--- src/rtl/video_timing_meter.sv ---
// video_timing_meter: passive monitor of the CRTC timing outputs.
// Samples h_sync / v_sync / de on character-clock ticks and recovers the
// frame geometry (line period, sync widths, displayed area, lines per frame).
// A publish happens on every v_sync rising edge once a full frame is measured.
// Optional feature: define VIDEO_TIMING_METER_LOCK_EN to compare each publish
// against the previous one and report geometry stability on locked_o;
// otherwise locked_o simply mirrors valid_o.
module video_timing_meter (
  input  logic       wb_clock_i,
  input  logic       reset_i,
  input  logic       clk_en_i,
  input  logic       h_sync_i,
  input  logic       v_sync_i,
  input  logic       de_i,
  output logic [8:0] h_total_o,
  output logic [4:0] h_sync_width_o,
  output logic [8:0] h_de_o,
  output logic [9:0] v_total_o,
  output logic [4:0] v_sync_width_o,
  output logic [9:0] v_de_o,
  output logic       valid_o,
  output logic       locked_o,
  output logic       update_o
);

  typedef enum logic [1:0] {
    S_WAIT    = 2'd0,
    S_MEASURE = 2'd1,
    S_VALID   = 2'd2
  } state_t;

  // The six published fields travel together as one record.
  typedef struct packed {
    logic [8:0] h_total;
    logic [4:0] h_sync_width;
    logic [8:0] h_de;
    logic [9:0] v_total;
    logic [4:0] v_sync_width;
    logic [9:0] v_de;
  } meas_t;

  localparam logic [8:0] H_MAX  = 9'd511;
  localparam logic [4:0] W_MAX  = 5'd31;
  localparam logic [9:0] V_MAX  = 10'd1023;

  // Previous-tick samples for edge detection.
  logic hs_q, hs_d, vs_q, vs_d;

  // Horizontal counters and their per-line captures.
  logic [8:0] h_cnt_q, h_cnt_d;
  logic [4:0] hs_cnt_q, hs_cnt_d;
  logic [8:0] de_cnt_q, de_cnt_d;
  logic [8:0] h_period_q, h_period_d;
  logic [4:0] hs_width_q, hs_width_d;
  logic [8:0] h_de_width_q, h_de_width_d;

  // Vertical counters (advanced on h_sync rising edges) and captures.
  logic [9:0] line_cnt_q, line_cnt_d;
  logic [9:0] de_line_cnt_q, de_line_cnt_d;
  logic       line_de_q, line_de_d;
  logic [4:0] vs_cnt_q, vs_cnt_d;
  logic [4:0] vs_width_q, vs_width_d;

  // Control and published results.
  state_t state_q, state_d;
  logic   publish;
  meas_t  meas_new, meas_q, meas_d;
  logic   valid_q, valid_d;
  logic   update_q, update_d;

  logic tick, h_rise, h_fall, v_rise, v_fall, timeout;

  assign tick    = clk_en_i;
  assign h_rise  = tick &  h_sync_i & ~hs_q;
  assign h_fall  = tick & ~h_sync_i &  hs_q;
  assign v_rise  = tick &  v_sync_i & ~vs_q;
  assign v_fall  = tick & ~v_sync_i &  vs_q;
  // A stalled line or frame counter means the timing source has gone away.
  assign timeout = tick & ((h_cnt_q == H_MAX) | (line_cnt_q == V_MAX));

  assign meas_new = {h_period_q, hs_width_q, h_de_width_q,
                     line_cnt_q, vs_width_q, de_line_cnt_q};

  // Next-state for edge samples and all measurement counters.
  always_comb begin
    // NOTE: every variable gets its hold value first so no path leaves it unassigned (no latch).
    hs_d          = hs_q;
    vs_d          = vs_q;
    h_cnt_d       = h_cnt_q;
    hs_cnt_d      = hs_cnt_q;
    de_cnt_d      = de_cnt_q;
    h_period_d    = h_period_q;
    hs_width_d    = hs_width_q;
    h_de_width_d  = h_de_width_q;
    line_cnt_d    = line_cnt_q;
    de_line_cnt_d = de_line_cnt_q;
    line_de_d     = line_de_q;
    vs_cnt_d      = vs_cnt_q;
    vs_width_d    = vs_width_q;

    if (tick) begin
      hs_d = h_sync_i;
      vs_d = v_sync_i;

      // Line period: ticks between consecutive h_sync rising edges.
      if (h_rise) begin
        h_period_d = h_cnt_q;
        h_cnt_d    = 9'd1;
      end else if (h_cnt_q != H_MAX) begin
        h_cnt_d = h_cnt_q + 9'd1;
      end

      // h_sync pulse width, captured when the pulse ends.
      if (h_rise) begin
        hs_cnt_d = 5'd1;
      end else if (h_sync_i && (hs_cnt_q != W_MAX)) begin
        hs_cnt_d = hs_cnt_q + 5'd1;
      end
      if (h_fall) hs_width_d = hs_cnt_q;

      // Displayed width; lines without any de keep the last non-blank value.
      if (h_rise) begin
        if (de_cnt_q != 9'd0) h_de_width_d = de_cnt_q;
        de_cnt_d = {8'd0, de_i};
      end else if (de_i && (de_cnt_q != H_MAX)) begin
        de_cnt_d = de_cnt_q + 9'd1;
      end

      // Line counting; the current tick's de belongs to the line just starting.
      if (h_rise) begin
        if (line_cnt_q != V_MAX) line_cnt_d = line_cnt_q + 10'd1;
        if (line_de_q && (de_line_cnt_q != V_MAX)) de_line_cnt_d = de_line_cnt_q + 10'd1;
        line_de_d = de_i;
      end else if (de_i) begin
        line_de_d = 1'b1;
      end

      // v_sync width in lines, captured when the pulse ends.
      if (h_rise && v_sync_i && (vs_cnt_q != W_MAX)) vs_cnt_d = vs_cnt_q + 5'd1;
      if (v_fall) vs_width_d = vs_cnt_q;

      // Frame boundary: a line that ends on this very tick opens the new frame.
      if (v_rise) begin
        line_cnt_d    = h_rise ? 10'd1 : 10'd0;
        de_line_cnt_d = (h_rise && line_de_q) ? 10'd1 : 10'd0;
        vs_cnt_d      = h_rise ? 5'd1 : 5'd0;
      end
    end
  end

  // Counter and capture registers.
  always_ff @(posedge wb_clock_i or posedge reset_i) begin
    if (reset_i) begin
      hs_q          <= 1'b0;
      vs_q          <= 1'b0;
      h_cnt_q       <= 9'd0;
      hs_cnt_q      <= 5'd0;
      de_cnt_q      <= 9'd0;
      h_period_q    <= 9'd0;
      hs_width_q    <= 5'd0;
      h_de_width_q  <= 9'd0;
      line_cnt_q    <= 10'd0;
      de_line_cnt_q <= 10'd0;
      line_de_q     <= 1'b0;
      vs_cnt_q      <= 5'd0;
      vs_width_q    <= 5'd0;
    end else begin
      // NOTE: non-blocking assignments so every register samples pre-edge values.
      hs_q          <= hs_d;
      vs_q          <= vs_d;
      h_cnt_q       <= h_cnt_d;
      hs_cnt_q      <= hs_cnt_d;
      de_cnt_q      <= de_cnt_d;
      h_period_q    <= h_period_d;
      hs_width_q    <= hs_width_d;
      h_de_width_q  <= h_de_width_d;
      line_cnt_q    <= line_cnt_d;
      de_line_cnt_q <= de_line_cnt_d;
      line_de_q     <= line_de_d;
      vs_cnt_q      <= vs_cnt_d;
      vs_width_q    <= vs_width_d;
    end
  end

  // Frame-level sequencing: skip the first partial frame, then publish per v-edge.
  always_comb begin
    state_d = state_q;
    publish = 1'b0;
    if (timeout) begin
      state_d = S_WAIT;
    end else if (v_rise) begin
      case (state_q)
        S_WAIT:    state_d = S_MEASURE;
        S_MEASURE: begin
          publish = 1'b1;
          state_d = S_VALID;
        end
        S_VALID:   publish = 1'b1;
        default:   state_d = S_WAIT;
      endcase
    end
  end

  // FSM state register.
  always_ff @(posedge wb_clock_i or posedge reset_i) begin
    if (reset_i) state_q <= S_WAIT;
    else         state_q <= state_d;
  end

  // Published results: load on publish, clear on timeout.
  always_comb begin
    meas_d   = meas_q;
    valid_d  = valid_q;
    update_d = 1'b0;
    if (timeout) begin
      meas_d  = '0;
      valid_d = 1'b0;
    end else if (publish) begin
      meas_d   = meas_new;
      valid_d  = 1'b1;
      update_d = 1'b1;
    end
  end

  // Output registers.
  always_ff @(posedge wb_clock_i or posedge reset_i) begin
    if (reset_i) begin
      meas_q   <= '0;
      valid_q  <= 1'b0;
      update_q <= 1'b0;
    end else begin
      meas_q   <= meas_d;
      valid_q  <= valid_d;
      update_q <= update_d;
    end
  end

`ifdef VIDEO_TIMING_METER_LOCK_EN
  meas_t shadow_q, shadow_d;
  logic  locked_q, locked_d;

  // Stability check: a publish in VALID that repeats the previous one locks.
  always_comb begin
    shadow_d = shadow_q;
    locked_d = locked_q;
    if (timeout) begin
      shadow_d = '0;
      locked_d = 1'b0;
    end else if (publish) begin
      shadow_d = meas_new;
      locked_d = (state_q == S_VALID) && (meas_new == shadow_q);
    end
  end

  // Shadow and lock registers.
  always_ff @(posedge wb_clock_i or posedge reset_i) begin
    if (reset_i) begin
      shadow_q <= '0;
      locked_q <= 1'b0;
    end else begin
      shadow_q <= shadow_d;
      locked_q <= locked_d;
    end
  end

  assign locked_o = locked_q;
`else
  assign locked_o = valid_q;
`endif

  assign h_total_o      = meas_q.h_total;
  assign h_sync_width_o = meas_q.h_sync_width;
  assign h_de_o         = meas_q.h_de;
  assign v_total_o      = meas_q.v_total;
  assign v_sync_width_o = meas_q.v_sync_width;
  assign v_de_o         = meas_q.v_de;
  assign valid_o        = valid_q;
  assign update_o       = update_q;

endmodule
--- config.mk ---
export PLATFORM = sky130hd
export DESIGN_NAME = video_timing_meter
export DESIGN_NICKNAME = d
export VERILOG_FILES = /design/src/rtl/video_timing_meter.sv
export SDC_FILE = /design/constraint.sdc
export NUM_CORES = 1
export LEC_CHECK = 0
export CAP_MARGIN = 30
export CORE_ASPECT_RATIO = 0.75
export CORE_MARGIN = 5
export CORE_UTILIZATION = 25
export DETAILED_ROUTE_END_ITERATION = 8
export PLACE_DENSITY = 0.41
export SETUP_SLACK_MARGIN = 0.05
export SLEW_MARGIN = 40
export SYNTH_ARGS = -nofsm -noshare
export SYNTH_HDL_FRONTEND = slang
export SYNTH_SLANG_ARGS = --single-unit
--- constraint.sdc ---
create_clock -name wb_clock_i -period 12.55 [get_ports wb_clock_i]
set_input_delay 2.51 -clock wb_clock_i [delete_from_list [all_inputs] [get_ports wb_clock_i]]
set_output_delay 2.51 -clock wb_clock_i [all_outputs]
set_load 0.005 [all_outputs]
==> summary.md <==
| Metric | Value |
|---|---|
| Status | `complete, no violations` |
| Prevailing post-synth register cell | `dfrtp_1` |
| Final Net Count | `650` |
| DR WL/cell | `roughly 15 um` |
| Crit share post-route | `0.348` |
| Post-synth ARST share | `1.00` |
| Via density | `~4.6` |
| Top cells by count, synth | `nand2_1 (143), dfrtp_1 (131), a21oi_1 (67), nor2_1 (32), mux2_2 (20)` |
| Initial antenna violation count | `0` |
| Die Area | `26700 um2` |
| FF-to-FF path depth | `6` |
| Crit start category | `input pin` |
| H-tree levels | `4` |
| Clock Path Buffers | `2` |
| WL final | `approximately 14000 um` |
| FF-to-FF setup slack | `10.38 ns` |
| Port bufs | `between 50 and 60` |
| Starting Density | `0.255` |
| Total power density per cell area | `175 nW/um2` |
| Critical path type | `input pin to flip-flop` |
| Hold buffers post-CTS | `0` |
| N_diodes | `0` |
| CP max FO | `20` |
| Final hold violation count | `0` |
| RSZ-0062 raised after global routing | `false` |
| Crit path capture type | `flip-flop` |
| Most numerous cell in the Yosys netlist | `nand2_1` |
| Layout Skew | `about 0.0084 ns` |
| Via count | `around 4300` |
| Worst Path Arrival | `around 4.7 ns` |
| R2R Path End | `vs_cnt_q[2]` |
| Tot Pwr | `about 1.3 mW` |
| GP Congestion | `about 0.75` |
| Root buf cell | `clkbuf_16` |
| Final Worst Setup Slack | `about 8.2 ns` |
| Row cnt | `48` |
| CORE AREA | `between 20000 and 25000 um2` |
| CTS tree | `done` |
| Worst-margin pin slew | `approximately 0.77 ns` |
| Distinct cell type count after synthesis | `a little over 50` |
| First-pass GRT wire length | `23500 um` |
| Syn Inst Count | `between 500 and 600` |
| Largest net degree at the start of global routing | `79` |
| Sum Neg Setup Slack | `0 ns` |
| Estimated wirelength of the detail-placed design | `between 8000 and 9000 um` |
| Worst-Skew Late Latency | `~0.42 ns` |
| I/O Pins | `57` |
| All-Layer GR Usage | `0.109` |
| Antenna Violating Nets Remaining | `0` |
| Syn_area_per_cell | `10.1 um2` |
| Hold WS | `between 0.4 and 0.5 ns` |
| Die H | `143 um` |
| Fin crit period | `~4.4 ns` |
| Post-synth EDFFs | `0` |
| Leakage | `between 3 and 4 nW` |
| Peak supply drop | `slightly above 0.00009 V` |
| Fmax | `229 MHz` |
| Setup crit end | `line_cnt_q[4]` |
| Hold crit path type | `flip-flop to flip-flop` |
| Overflow after GRT | `0` |
| Reg clk slew, reported paths | `0.06 ns` |
| Final-report setup violation count | `0` |
| Sinks on Clock Net | `131` |
| Yosys reg bits | `about 130` |
| Cell Area, Synth | `about 5900 um2` |
| Worst reg2reg startpoint | `vs_cnt_q[0]` |
| Area growth syn-to-layout | `24.3%` |
| Area leader, netlist | `dfrtp_1` |
| Post-CTS Setup Inserts | `0` |
| Resize count post-CTS | `0` |
| Post-synthesis sequential area ratio | `0.557` |
| Warnings, synthesis | `0` |
| Residual DRC count | `0` |
| Slew Viols, Final | `0` |
| Place WS | `7.73 ns` |
| Largest cells by area after synthesis | `dfrtp_1 (56%), nand2_1 (9.1%), a21oi_1 (5.7%)` |
| CTS buffer count | `17` |
| Vias in the first global route | `roughly 4500` |
| Share of cells above drive strength 1 | `0.104` |
| Launch point of the worst path | `clk_en_i` |
| Die width | `around 190 um` |
| Worst Path Required | `around 13 ns` |
| Syn nets | `about 600` |
| Slew margin rel. | `0.490` |
| Drt pass-1 iters | `4` |
| Maximum Capacitance Violations | `0` |
| Drt initial violations | `between 200 and 250` |
| Top-area cell type share of the netlist area | `0.557` |
## power breakdown
group | switching (mW) | internal, mW
sequential | 0.0580 | 0.495
combinational | 0.105 | 0.116
clock | 0.186 | 0.317
## logic make-up after synthesis
group | count (synthesis) | synth area share
and+or+nand+nor | 245 | 0.192
DFF | 131 | 0.557
AOI/OAI and AO/OA | 107 | 0.110
buffers and inverters | 42 | 0.0349
muxes | 28 | 0.0519
xor gates and xnor gates | 16 | 0.0238
adders and majority gates | 14 | 0.0298
## layer usage
metal	global-route usage	up-vias	wire, um
met5	0	-	0
met2	0.168	55	6000
met4	0.0385	0	129
met3	0.0293	13	529
met1	0.150	2123	7120
li1	-	2106	-
## placed cells by master, fill, tap and decap left out, types with 8 or more instances in the layout
cell type | Yosys | routed
ha_1 | 14 | 14
nor2_1 | 32 | 32
mux2i_1 | 8 | 8
nand3_1 | 14 | 14
nor3_1 | 8 | 8
inv_1 | 11 | 10
a21oi_1 | 67 | 67
o21ai_0 | 11 | 11
dfrtp_1 | 131 | 131
clkbuf_16 | 0 | 17
clkdlybuf4s50_1 | 0 | 56
nand2_1 | 143 | 142
mux2_2 | 20 | 20
xnor2_1 | 12 | 12
## cell type report
| cell class | instances | area, um2 |
|---|---|---|
| clock inverters | 8 | 100 |
| inverters | 11 | 43.8 |
| flip-flops and latches | 131 | 3280 |
| well taps | 300 | 375 |
| multi-input cells | 410 | 2430 |
| repair buffers | 59 | 589 |
| clock buffers | 23 | 498 |
| fillers | 2411 | 15800 |
## registers in the layout, summed over array words and instances (netlist names), 2 cells and up
| register | flops |
|---|---|
| de_cnt_q | 9 |
| line_cnt_q | 10 |
| v_de_o | 10 |
| de_line_cnt_q | 10 |
| vs_cnt_q | 5 |
| vs_width_q | 5 |
| h_de_width_q | 9 |
| h_de_o | 9 |
| h_total_o | 9 |
| h_sync_width_o | 5 |
| hs_cnt_q | 5 |
| v_total_o | 10 |
| h_cnt_q | 9 |
| v_sync_width_o | 5 |
| h_period_q | 9 |
| state_q | 2 |
| hs_width_q | 5 |
## critical path: stages
cell	delay, ns
clkdlybuf4s50_1	0.48
buf_4	0.23
and3b_1	0.69
buf_4	0.37
o2111ai_1	0.16
xor2_1	0.15
nor2_1	0.05
## metrics by stage
step / utilization / instances / instance area, um2
6_report: 0.317 / 942 / 7310
5_1_grt: 0.317 / 942 / 7310
4_1_cts: 0.317 / 942 / 7300
3_5_place_dp: 0.291 / 911 / 6700
3_3_place_gp: 0.290 / 911 / 6690
2_1_floorplan: - / 583 / 5880
## worst min-delay path by stage
stage	start	endpoint	slack, ns	cells after the start
floorplan	h_period_q[8]	h_period_q[8]	0.45	2
global placement	h_period_q[5]	h_period_q[5]	0.46	2
detailed placement	h_period_q[5]	h_period_q[5]	0.46	2
CTS	h_period_q[5]	h_period_q[5]	0.48	2
global route	h_period_q[0]	h_period_q[0]	0.50	2
finish	h_period_q[5]	h_period_q[5]	0.47	2
(Power assumes the default switching activity.)
